File: src/rtl/seg7_display_ctrl_if.sv
// Register bus bundle for seg7_display_ctrl.
// master = CPU side (drives writes/read address), slave = peripheral (drives rd_data).
interface seg7_display_ctrl_if;
  logic [3:0]  wr_addr;
  logic        wr_en;
  logic [31:0] wr_data;
  logic [3:0]  wr_strb;
  logic [3:0]  rd_addr;
  logic        rd_en;
  logic [31:0] rd_data;

  modport master (
    output wr_addr, wr_en, wr_data, wr_strb,
    output rd_addr, rd_en,
    input  rd_data
  );

  modport slave (
    input  wr_addr, wr_en, wr_data, wr_strb,
    input  rd_addr, rd_en,
    output rd_data
  );
endinterface

File: src/rtl/seg7_display_ctrl.sv
// 4-digit multiplexed common-anode 7-segment controller with blink and frame irq.
// Ports: clk, rst (sync, active-high), bus (register slave), seg_n, dig_n, irq.
module seg7_display_ctrl #(
  parameter int SCAN_DIV     = 100000,
  parameter int BLINK_FRAMES = 125
) (
  input  logic                 clk,
  input  logic                 rst,
  seg7_display_ctrl_if.slave   bus,
  output logic [7:0]           seg_n,
  output logic [3:0]           dig_n,
  output logic                 irq
);

  localparam int CW = $clog2(SCAN_DIV);
  localparam int BW = (BLINK_FRAMES > 1) ?
                      $clog2(BLINK_FRAMES) : 1;
  localparam logic [CW-1:0] SCAN_LAST  = CW'(SCAN_DIV - 1);
  localparam logic [BW-1:0] BLINK_LAST = BW'(BLINK_FRAMES - 1);

  localparam logic [1:0] A_DATA = 2'd0;
  localparam logic [1:0] A_CTRL = 2'd1;
  localparam logic [1:0] A_IER  = 2'd2;
  localparam logic [1:0] A_IFR  = 2'd3;

  logic [15:0]   r_data;
  logic [8:0]    r_ctrl;
  logic          r_ier;
  logic          r_ifr;
  logic [15:0]   r_sh_data;
  logic [8:0]    r_sh_ctrl;
  logic          r_blink_phase;
  logic [BW-1:0] r_blink_cnt;
  logic [1:0]    r_dig_idx;
  logic [CW-1:0] r_scan_cnt;
  logic [7:0]    r_seg_n;
  logic [3:0]    r_dig_n;

  logic       w_tc;
  logic       w_frame;
  logic       w_full;
  logic       w_wr_data;
  logic       w_wr_ctrl;
  logic       w_wr_ier;
  logic       w_wr_ifr;
  logic [3:0] w_en_vec;
  logic [3:0] w_dp_vec;
  logic [3:0] w_nib;
  logic       w_on;
  logic       w_unused;

  function automatic logic [6:0] hex7(input logic [3:0] v);
    logic [6:0] s;
    unique case (v)
      4'h0: s = 7'h3F;
      4'h1: s = 7'h06;
      4'h2: s = 7'h5B;
      4'h3: s = 7'h4F;
      4'h4: s = 7'h66;
      4'h5: s = 7'h6D;
      4'h6: s = 7'h7D;
      4'h7: s = 7'h07;
      4'h8: s = 7'h7F;
      4'h9: s = 7'h6F;
      4'hA: s = 7'h77;
      4'hB: s = 7'h7C;
      4'hC: s = 7'h39;
      4'hD: s = 7'h5E;
      4'hE: s = 7'h79;
      4'hF: s = 7'h71;
    endcase
    return s;
  endfunction

  assign w_tc    = (r_scan_cnt == '0);
  assign w_frame = w_tc & (r_dig_idx == 2'd3);
  assign w_full  = (bus.wr_strb == 4'hF);

  assign w_wr_data = bus.wr_en & (bus.wr_addr[3:2] == A_DATA);
  assign w_wr_ctrl = bus.wr_en & (bus.wr_addr[3:2] == A_CTRL) & w_full;
  assign w_wr_ier  = bus.wr_en & (bus.wr_addr[3:2] == A_IER)  & w_full;
  assign w_wr_ifr  = bus.wr_en & (bus.wr_addr[3:2] == A_IFR)  & w_full;

  assign w_unused = ^{bus.wr_addr[1:0], bus.rd_addr[1:0],
                      bus.wr_data[31:16]};

  always_ff @(posedge clk) begin
    if (rst) begin
      r_scan_cnt <= SCAN_LAST;
      r_dig_idx  <= 2'd0;
    end else if (w_tc) begin
      r_scan_cnt <= SCAN_LAST;
      r_dig_idx  <= r_dig_idx + 2'd1;
    end else begin
      r_scan_cnt <= r_scan_cnt - CW'(1);
    end
  end

  // Shadow copy is what the display shows; it only moves at frame
  // boundaries so a multi-write update never appears half-applied.
  always_ff @(posedge clk) begin
    if (rst) begin
      r_sh_data     <= '0;
      r_sh_ctrl     <= '0;
      r_blink_cnt   <= '0;
      r_blink_phase <= 1'b0;
    end else if (w_frame) begin
      r_sh_data <= r_data;
      r_sh_ctrl <= r_ctrl;
      if (r_blink_cnt == BLINK_LAST) begin
        r_blink_cnt   <= '0;
        r_blink_phase <= ~r_blink_phase;
      end else begin
        r_blink_cnt <= r_blink_cnt + BW'(1);
      end
    end
  end

  always_ff @(posedge clk) begin
    if (rst) begin
      r_data <= '0;
      r_ctrl <= '0;
      r_ier  <= 1'b0;
    end else begin
      if (w_wr_data && bus.wr_strb[0])
        r_data[7:0] <= bus.wr_data[7:0];
      if (w_wr_data && bus.wr_strb[1])
        r_data[15:8] <= bus.wr_data[15:8];
      if (w_wr_ctrl)
        r_ctrl <= bus.wr_data[8:0];
      if (w_wr_ier)
        r_ier <= bus.wr_data[0];
    end
  end

  // Frame set has priority over a same-cycle W1C.
  always_ff @(posedge clk) begin
    if (rst)
      r_ifr <= 1'b0;
    else if (w_frame)
      r_ifr <= 1'b1;
    else if (w_wr_ifr && bus.wr_data[0])
      r_ifr <= 1'b0;
  end

  assign w_en_vec = r_sh_ctrl[3:0];
  assign w_dp_vec = r_sh_ctrl[7:4];
  assign w_nib    = r_sh_data[{r_dig_idx, 2'b00} +: 4];
  assign w_on     = w_en_vec[r_dig_idx] &
                    ~(r_sh_ctrl[8] & r_blink_phase);

  always_ff @(posedge clk) begin
    if (rst) begin
      r_seg_n <= 8'hFF;
      r_dig_n <= 4'hF;
    end else if (w_on) begin
      r_seg_n <= ~{w_dp_vec[r_dig_idx], hex7(w_nib)};
      r_dig_n <= ~(4'b0001 << r_dig_idx);
    end else begin
      r_seg_n <= 8'hFF;
      r_dig_n <= 4'hF;
    end
  end

  always_comb begin
    bus.rd_data = '0;
    if (bus.rd_en) begin
      unique case (bus.rd_addr[3:2])
        A_DATA: bus.rd_data = {16'd0, r_data};
        A_CTRL: bus.rd_data = {23'd0, r_ctrl};
        A_IER:  bus.rd_data = {31'd0, r_ier};
        A_IFR:  bus.rd_data = {31'd0, r_ifr};
      endcase
    end
  end

  assign seg_n = r_seg_n;
  assign dig_n = r_dig_n;
  assign irq   = r_ier & r_ifr;

endmodule

File: src/flat_wrapper.sv
// flat-port wrapper written by rule: the top's interface ports become plain ports
module seg7_display_ctrl_flat 
#(
  parameter int SCAN_DIV     = 100000,
  parameter int BLINK_FRAMES = 125
)
  (clk, rst, seg_n, dig_n, irq, bus_wr_addr, bus_wr_en, bus_wr_data, bus_wr_strb, bus_rd_addr, bus_rd_en, bus_rd_data);
  seg7_display_ctrl_if bus_i ();
  input  logic clk;
  input  logic rst;
  output logic [7:0] seg_n;
  output logic [3:0] dig_n;
  output logic irq;
  input wire logic [$bits(bus_i.wr_addr)-1:0] bus_wr_addr;
  input wire logic [$bits(bus_i.wr_en)-1:0] bus_wr_en;
  input wire logic [$bits(bus_i.wr_data)-1:0] bus_wr_data;
  input wire logic [$bits(bus_i.wr_strb)-1:0] bus_wr_strb;
  input wire logic [$bits(bus_i.rd_addr)-1:0] bus_rd_addr;
  input wire logic [$bits(bus_i.rd_en)-1:0] bus_rd_en;
  output wire logic [$bits(bus_i.rd_data)-1:0] bus_rd_data;
  assign bus_i.wr_addr = bus_wr_addr;
  assign bus_i.wr_en = bus_wr_en;
  assign bus_i.wr_data = bus_wr_data;
  assign bus_i.wr_strb = bus_wr_strb;
  assign bus_i.rd_addr = bus_rd_addr;
  assign bus_i.rd_en = bus_rd_en;
  assign bus_rd_data = bus_i.rd_data;
  seg7_display_ctrl #(.SCAN_DIV(SCAN_DIV), .BLINK_FRAMES(BLINK_FRAMES)) u_core (.clk(clk), .rst(rst), .bus(bus_i), .seg_n(seg_n), .dig_n(dig_n), .irq(irq));
endmodule
File: config.mk
export PLATFORM = sky130hd
export DESIGN_NAME = seg7_display_ctrl_flat
export DESIGN_NICKNAME = d
export VERILOG_FILES = /design/src/rtl/seg7_display_ctrl_if.sv /design/src/rtl/seg7_display_ctrl.sv /design/src/flat_wrapper.sv
export SDC_FILE = /design/constraint.sdc
export NUM_CORES = 1
export LEC_CHECK = 0
export CAP_MARGIN = 40
export CORE_ASPECT_RATIO = 0.5
export CORE_MARGIN = 3
export CORE_UTILIZATION = 54
export DETAILED_ROUTE_END_ITERATION = 8
export GPL_TIMING_DRIVEN = 0
export HOLD_SLACK_MARGIN = 0.05
export PLACE_DENSITY = 0.81
export REMOVE_ABC_BUFFERS = 1
export SYNTH_ARGS = -nofsm -noshare
export SYNTH_HDL_FRONTEND = slang
export SYNTH_SLANG_ARGS = --single-unit
File: constraint.sdc
create_clock -name clk -period 4 [get_ports clk]
set_input_delay 1 -clock clk [delete_from_list [all_inputs] [get_ports clk]]
set_output_delay 1 -clock clk [all_outputs]
set_load 0.005 [all_outputs]
[Word-level counts from Yosys, hierarchy flattened]
Memory sizes are Yosys's and may differ from the RTL's.
Index checks and enable logic that the tools add are counted.
Cells by class
  mux-type cells: 11
  eq/ne operators: 9
  shift-type cells: 2
  $lt $le $gt $ge: 1
  reduce and logical (&&, ||, !) cells: 10
  add/subtract/negate cells: 3
  bitwise logic cells: 16
Operators by type and width (number)
  $pmux 32 s4: 1
  $mux 32: 1
  $mux 7: 3
  $logic_not 17->1: 1
  $sub 17x1->17 const B: 1
  $shiftx 16x5->4: 1
  $and 1x1->1: 11
  $eq 2x2->1 const B: 5
  $not 8->8: 1
  $add 7x1->7 const B: 1
  $eq 7x7->1 const B: 1
  $bmux 1 s2: 2
  $eq 2x1->1 const B: 2
  $eq 4x4->1 const B: 1
  $logic_not 2->1: 2
  $mux 1: 4
  $not 4->4: 1
  $reduce_or 2->1: 2
  $shl 1x2->4 const A: 1
  $logic_and 1x1->1: 3
  $lt 2x3->1 const B: 1
  $not 1->1: 3
  $add 2x1->2 const B: 1
  $reduce_and 2->1: 1
  $reduce_bool 2->1: 1
Word-level totals
  word-level logic and storage cells: 66
  flip-flop bits (word level): 91
  bits of input ports: 48
  memories: 1
  bits in read-only memories: 112
  output and inout port bits: 45
Memories
  (no name shown): words 16, bits a word 7, rd ports 1, clocked after Yosys merged registers in 0, write ports 0, line seg7_display_ctrl.sv:54  | unique case (v)

[Depth between registers and ports, before layout]
Gate-level depths: netlist (run 1).
  word-level depth: 6
  gate-level depth with buffers: 9
  gate-level depth less buffers: 7

[Worst setup path after synthesis (run 1)]
OpenSTA, ideal clock, no wires.
  kind: input to output
  start: input bus_rd_addr[2]
  end: output bus_rd_data[0]
  stages on the path: 3
  path slack: 1.066 ns
  arrival time: 1.934 ns
  required time: 3.000 ns
  path buffers: 1
  cell sequence: clkbuf_1 > mux4_2 > and2_1
Between the ends
  longest elaborated chain between the ends: 3
  elaborated cells on any way between the ends: 6
  classes of those cells: 3 x eq/ne; 2 x mux; 1 x reduce/logical
Ends and longest elaborated chain
  from (decl): line flat_wrapper.sv:18  | input wire logic [$bits(bus_i.rd_addr)-1:0] bus_rd_addr;
  $eq 2x2->1, or another cell as far along: line seg7_display_ctrl.sv:168  | unique case (bus.rd_addr[3:2])
  $pmux 32 s4 (*): line seg7_display_ctrl.sv:168
  $mux 32 (*): line seg7_display_ctrl.sv:167  | if (bus.rd_en) begin
  to (decl): line flat_wrapper.sv:20  | output wire logic [$bits(bus_i.rd_data)-1:0] bus_rd_data;
Mark *: on every way between the ends. The rest lies on a longest branch, timed or not. The select of a mux whose other input is x is not followed.

[Worst setup path after layout (run 1)]
Ends and elaborated chain as after synthesis.

==> metrics, run 1 <==
setup violators final 0; Core Area roughly 7000 µm²; I/O pin cnt a little over 90; CTS buffer count 9; Seq cells post-synth between 90 and 100; startpoint types primary input; leakage 0.00183 µW; peak supply drop 0.000262 V; post-synthesis sequential area ratio 0.439; Fillers 530; WP data required around 3.0 ns; antenna-violating nets left 0; Final TNS setup 0 ns; most used cell, CP clkdlybuf4s50_1; vias in the first global route slightly below 3000; Worst Clk Skew approximately 0.0076 ns; Starting Density 0.589; Die H around 70 µm; leading area contributor after synthesis dfxtp_1; RD Place Congestion 0.854; number of remaining DRC errors 0; Mapped Area roughly 4100 µm²; Slowest Stage Delay on Critical Path about 0.91 ns; RSZ-0062 raised after global routing false; shortest period the worst path allows approximately 4 ns; Final #Nets approximately 580; main combinational cell family by area after synthesis simple AND/OR/NAND/NOR gates; PortBufs 56; MaxCap Viol Count 0; fin crit share 0.982; status finished clean; Root Driver clkbuf_16; routed vias 3265; Clock transition at path regs roughly 0.06 ns; Area contributors post-synth dfxtp_1 (44%), mux2i_1 (8.9%), nand2_1 (6.6%); fin. max-slew vios 0; mux cell area share after synthesis 0.133; worst slew pin tran 0.935 ns; area fraction in compound gates after synthesis 0.0781; initial antenna violation count 0; Peak Freq 0.255 GHz; layout cells sized above 1 0.0713; syn avg cell area around 8.9 µm²; hold worst-path end u_core.r_scan_cnt[0]; Vias/cell approximately 5.3; deepest clock path buffer count 2; htree depth 3; worst-path maximum fanout 10; worst reg2reg setup slack 1.00 ns; DPL Wire Length about 5900 µm; Ant. Diodes 0; clock latency on the worst-skew pair ~0.34 ns; worst path cell trace clkdlybuf4s50_1 > mux4_2 > and2_1 > clkdlybuf4s50_1; WL/cell 14.0 µm; die width about 130 µm; DIE AREA 8830 µm²; CTS tree done; # rows 21; Synth top area share 0.439; Crit-path slowest cell clkdlybuf4s50_1; synth unique cells between 40 and 50; total global routing track utilization 0.210; total iterations of the first detailed-routing run 5; Synth Area in XOR/XNOR 0.0359; Worst setup EP type output port; largest net degree at the start of global routing 50; drt initial violations around 200; synthesized instance count 467; postcts setup bufs 0; Layout area overhead 21.1%; hold path start u_core.r_scan_cnt[0]; CTS sink cnt between 90 and 100; Async S/R FF share, synth 0; power per cell area between 300 and 400 nW/µm²; Simple-Gate Fraction of Synth Area 0.212; reg2reg end u_core.r_blink_cnt[4]; final WL approximately 8500 µm; Synth Flop Type dfxtp_1; critical path arrival between 2 and 3 ns; Worst Reg-to-Reg Cells 7; first-pass GRT wire length between 10000 and 15000 µm; power consumption ~1800 µW; Post-Synth Adder-Cell Area 0.0392; RR Startpoint u_core.r_scan_cnt[0]; Worst Path Class, Setup primary input to output port; Post-synth EDFFs 0; hold crit path type register to register; Worst slew margin 0.372; total grt overflow 0; hold path cells 1; YS warnings 0; Final Hold Fails 0
-- what timing repair did --
item,CTS,global route
endpoints found under the setup margin,0,7
hold buffers,0,0
gates resized for setup,0,1
-- per-stage QoR --
stage                     instances  instance area [µm²]  utilization  setup WS [ns]  hold WS, ns
after detailed placement        595                 4740        0.673         0.0890        0.381
after global placement          591                 4670        0.663        -0.0439        0.377
after CTS                       611                 5020        0.713         0.0747        0.395
final                           611                 5020        0.713         0.0723        0.397
after floorplan                 443                 3990            -           1.38        0.366
after global routing            611                 5020        0.713         0.0124        0.418
-- sequential cells by signal (all words and copies together), names as in the netlist --
signal	flops
u_core.r_data	16
u_core.r_ctrl	9
u_core.r_blink_cnt	7
u_core.r_sh_data	16
u_core.r_ier	1
u_core.r_ifr	1
u_core.seg_n	8
u_core.r_blink_phase	1
u_core.r_dig_idx	2
u_core.r_sh_ctrl	9
u_core.r_scan_cnt	17
u_core.dig_n	4
-- how the worst max path moves through the flow --
stage / from / endpoint / cells after the start / slack (ns)
final: bus_rd_addr[2] / bus_rd_data[0] / 4 / 0.07
after global routing: bus_rd_addr[2] / bus_rd_data[0] / 4 / 0.01
after CTS: bus_rd_addr[3] / bus_rd_data[14] / 5 / 0.07
after detailed placement: bus_rd_addr[2] / bus_rd_data[0] / 4 / 0.09
after global placement: rst / u_core.r_scan_cnt[4] / 3 / -0.04
after floorplan: bus_rd_addr[3] / bus_rd_data[0] / 2 / 1.38
-- worst max-delay path, delay by kind of cell --
kind | cells | cell delay [ns]
buf+inv | 2 | 1.35
simple gates | 1 | 0.17
mux | 1 | 0.41
-- layout make-up --
cell class | instances | area (µm²) | area share
clock buffers | 11 | 243 | 0.0483
clock inverters | 5 | 37.5 | 0.00748
inverters | 11 | 41.3 | 0.00822
multi-input cells | 341 | 2140 | 0.426
flip-flops and latches | 91 | 1820 | 0.363
well taps | 92 | 115 | 0.0229
repair buffers | 60 | 622 | 0.124
-- cell usage in the layout, fill, tap and decap left out, types with 12 or more instances in the layout --
master	n
nand2_1	73
dfxtp_1	91
a21oi_1	37
mux2i_1	37
ha_1	13
clkdlybuf4s50_1	55
nand3_1	12
nor2_1	57
conb_1	16
-- cell usage after synthesis (4+ instances only) --
master,instances
dfxtp_1,91
nand2_1,73
nor2_1,58
a21oi_1,37
mux2i_1,37
buf_4,16
clkbuf_1,16
ha_1,13
nand3_1,12
and2_1,11
inv_1,11
xnor2_1,11
nor3_1,7
mux4_2,6
o21ai_0,6
or3_1,6
xor2_1,6
buf_2,5
or4_1,4
-- cell families (layout without fill, tap and decap cells) --
family,Yosys count,after routing
mux,47,47
buf+inv,50,87
flops,91,91
fa+ha+maj,13,13
simple gates,192,192
xor+xnor,17,17
other cells,1,16
compound gates,56,56
-- metal layers --
metal  routed length [µm]  part of all wire  GRT usage
met1                 4070              0.48      0.283
met2                 3890              0.46      0.326
met3                  469             0.055     0.0546
met4                  116             0.014     0.0842
met5                    0                 0          0
-- report_power, final --
group / internal [µW] / total, µW / switching (µW) / leakage [µW]
registers: 913 / 917 / 4.36 / 0.000735
logic: 39.9 / 78.3 / 38.4 / 0.000959
clock network: 440 / 776 / 336 / 0.000132
No activity file was read; power rests on OpenSTA's default activity.
==> run 2: changes to the inputs <==
--- a/config.mk
+++ b/config.mk
@@ -8,12 +8,14 @@
 export CAP_MARGIN = 40
 export CORE_ASPECT_RATIO = 0.5
 export CORE_MARGIN = 3
-export CORE_UTILIZATION = 54
+export CORE_UTILIZATION = 55
 export DETAILED_ROUTE_END_ITERATION = 8
+export DONT_BUFFER_PORTS = 1
 export GPL_TIMING_DRIVEN = 0
 export HOLD_SLACK_MARGIN = 0.05
-export PLACE_DENSITY = 0.81
+export PLACE_DENSITY = 0.66
 export REMOVE_ABC_BUFFERS = 1
+export SLEW_MARGIN = 10
 export SYNTH_ARGS = -nofsm -noshare
 export SYNTH_HDL_FRONTEND = slang
 export SYNTH_SLANG_ARGS = --single-unit
==> metrics, run 2 (synthesis results as in run 1) <==
status finished clean (unchanged); Root Driver clkbuf_16 (unchanged); Starting Density 0.593 (was 0.589); Final TNS setup 0 ns (unchanged); Ant. Diodes 0 (unchanged); leakage 0.00162 µW (was 0.00183 µW); final core occ 0.640 (was 0.713); Reg with most FFs u_core.r_scan_cnt (unchanged); final cell count without fillers 554 (was 611); total grt overflow 0 (unchanged); hold buffers post-CTS 0 (unchanged); Peak Freq 0.324 GHz (was 0.255 GHz); Worst Reg-to-Reg Cells 7 (unchanged); fin. max-slew vios 0 (unchanged); Vias/cell 5.58 (was 5.34); max FFs per register 17 (unchanged); RD Place Congestion 0.736 (was 0.854); CTS sink cnt 91 (unchanged); combinational fraction of design power 0.018 (was 0.044); MaxCap Viol Count 0 (unchanged); top flop regs u_core.r_scan_cnt: 17 flops, u_core.r_data: 16 flops, u_core.r_sh_data: 16 flops (unchanged); worst slew pin tran 0.882 ns (was 0.935 ns); Die H 67.4 µm (was 68.0 µm); vias in the first global route 2851 (was 2972); initial antenna violation count 0 (unchanged); dpl cells 538 (was 595); postcts setup bufs 0 (unchanged); hold path start u_core.r_scan_cnt[0] (unchanged); Int Pwr 1460 µW (was 1390 µW); # rows 21 (unchanged); leading cell type in the layout, fill and taps excluded dfxtp_1 (unchanged); hold crit path type register to register (unchanged); area of the multi-input gates 2140 µm² (about the same); power per cell area 405 nW/µm² (was 353 nW/µm²); Core Area 6990 µm² (was 7040 µm²); die width 129 µm (was 130 µm); DIE AREA 8680 µm² (was 8830 µm²); critical path arrival 3.35 ns (was 2.93 ns); worst-path maximum fanout 32 (was 10); total iterations of the first detailed-routing run 5 (unchanged); Seq pwr share 0.506 (was 0.518); Final #Nets 518 (was 575); most frequent cells in the layout dfxtp_1 (91), nand2_1 (73), nor2_1 (58) (was dfxtp_1 (91), nand2_1 (73), nor2_1 (57)); Critical path origin u_core.r_scan_cnt[0] (was bus_rd_addr[2]); Final Hold Fails 0 (unchanged); clock latency on the worst-skew pair 0.34 ns (about the same); RSZ-0062 raised after global routing false (unchanged); first-pass GRT wire length 14000 µm (was 14400 µm); antenna-violating nets left 0 (unchanged); deepest clock path buffer count 2 (unchanged); hold path cells 1 (unchanged); Clock transition at path regs 0.06 ns (about the same); Worst Path Class, Setup register to register (was primary input to output port); htree depth 3 (unchanged); DR WL met2 3970 µm (was 3890 µm); Setup WS pre-CTS 0.944 ns (was 0.0890 ns); Routed met3 length 529 µm (was 469 µm); WL/cell 15.7 µm (was 14.0 µm); routed vias 3089 (was 3265); peak supply drop 0.000329 V (was 0.000262 V); Layout area overhead 7.78% (was 21.1%); Net Sw Power 348 µW (was 379 µW); DPL Wire Length 6040 µm (was 5930 µm); power consumption 1810 µW (was 1770 µW); switching share of power 0.192 (was 0.214); largest net degree at the start of global routing 70 (was 50); post-route setup slack 0.918 ns (was 0.0723 ns); final WL 8690 µm (was 8540 µm); PortBufs 0 (was 56); WP data required 4.26 ns (was 3.00 ns); Fillers 617 (was 530); number of remaining DRC errors 0 (unchanged); top layer used by detailed routing met4 (unchanged); shortest period the worst path allows 3.08 ns (was 3.93 ns); Resize count post-CTS 0 (unchanged); fin crit share 0.771 (was 0.982); met1 WL 4080 µm (was 4070 µm); Worst setup EP type register (was output port); Worst Clk Skew 0.00491 ns (was 0.00756 ns); I/O pin cnt 93 (unchanged); drt initial violations 258 (was 201); total global routing track utilization 0.208 (was 0.210); startpoint types register (was primary input); CTS buffer count 9 (unchanged); setup violators final 0 (unchanged); RR Startpoint u_core.r_scan_cnt[0] (unchanged); Reg area 1820 µm² (unchanged); layout cells sized above 1 0.0693 (was 0.0713); Clk network pwr share 0.475 (was 0.438); Worst slew margin 0.407 (was 0.372); CTS tree done (unchanged)
[run 2: cell count changes in the layout (fill, tap and decap cells not counted), moves of 2 or more]
cell,delta
clkbuf_1,+2
clkbuf_8,+2
clkdlybuf4s50_1,-55
clkinvlp_4,-2
[run 2: area by class of cell]
| class | instances | share of cell area |
|---|---|---|
| Timing Repair Buffer | 3 | 0.0104 |
| Tap cell | 92 | 0.0257 |
| Multi-Input combinational cell | 341 | 0.478 |
| Clock inverter | 1 | 0.00672 |
| Clock buffer | 15 | 0.0621 |
| Inverter | 11 | 0.00924 |
| Sequential cell | 91 | 0.408 |
[run 2: per-stage QoR]
step | hold WS, ns | area (µm²)
global placement | 0.374 | 4110
floorplan | 0.366 | 3990
finish | 0.394 | 4470
global route | 0.426 | 4470
CTS | 0.398 | 4470
detailed placement | 0.385 | 4160
[run 2: power by group through the flow]
stage | registers, µW | clock network, µW | logic, µW
6_report | 917 | 861 | 33.1
5_1_grt | 918 | 920 | 37.1
4_1_cts | 917 | 877 | 33.0
3_5_place_dp | 937 | 0 | 32.7
3_3_place_gp | 937 | 0 | 30.6
2_1_floorplan | 936 | 0 | 26.6
[run 2: path summary, 6_finish.rpt]
kind / to / slack, ns
worst max-delay path: u_core.r_blink_cnt[3] / 0.92
worst min-delay path: u_core.r_scan_cnt[0] / 0.39
worst max register to register: u_core.r_blink_cnt[3] / 0.92
worst min register to register: u_core.r_scan_cnt[0] / 0.39
[run 2: critical path, cell delays in order, from the launching register on]
cell	delay, ns
dfxtp_1	0.31
inv_1	0.06
ha_1	0.19
or4b_1	0.63
nor4_4	0.67
nand2_2	0.52
or3_1	0.48
a21oi_1	0.15
[run 2: layer usage]
| layer | global-route usage | vias to the layer above |
|---|---|---|
| li1 | - | 1520 |
| met1 | 0.284 | 1482 |
| met2 | 0.318 | 77 |
| met3 | 0.0616 | 10 |
| met4 | 0.0681 | 0 |
| met5 | 0 | - |
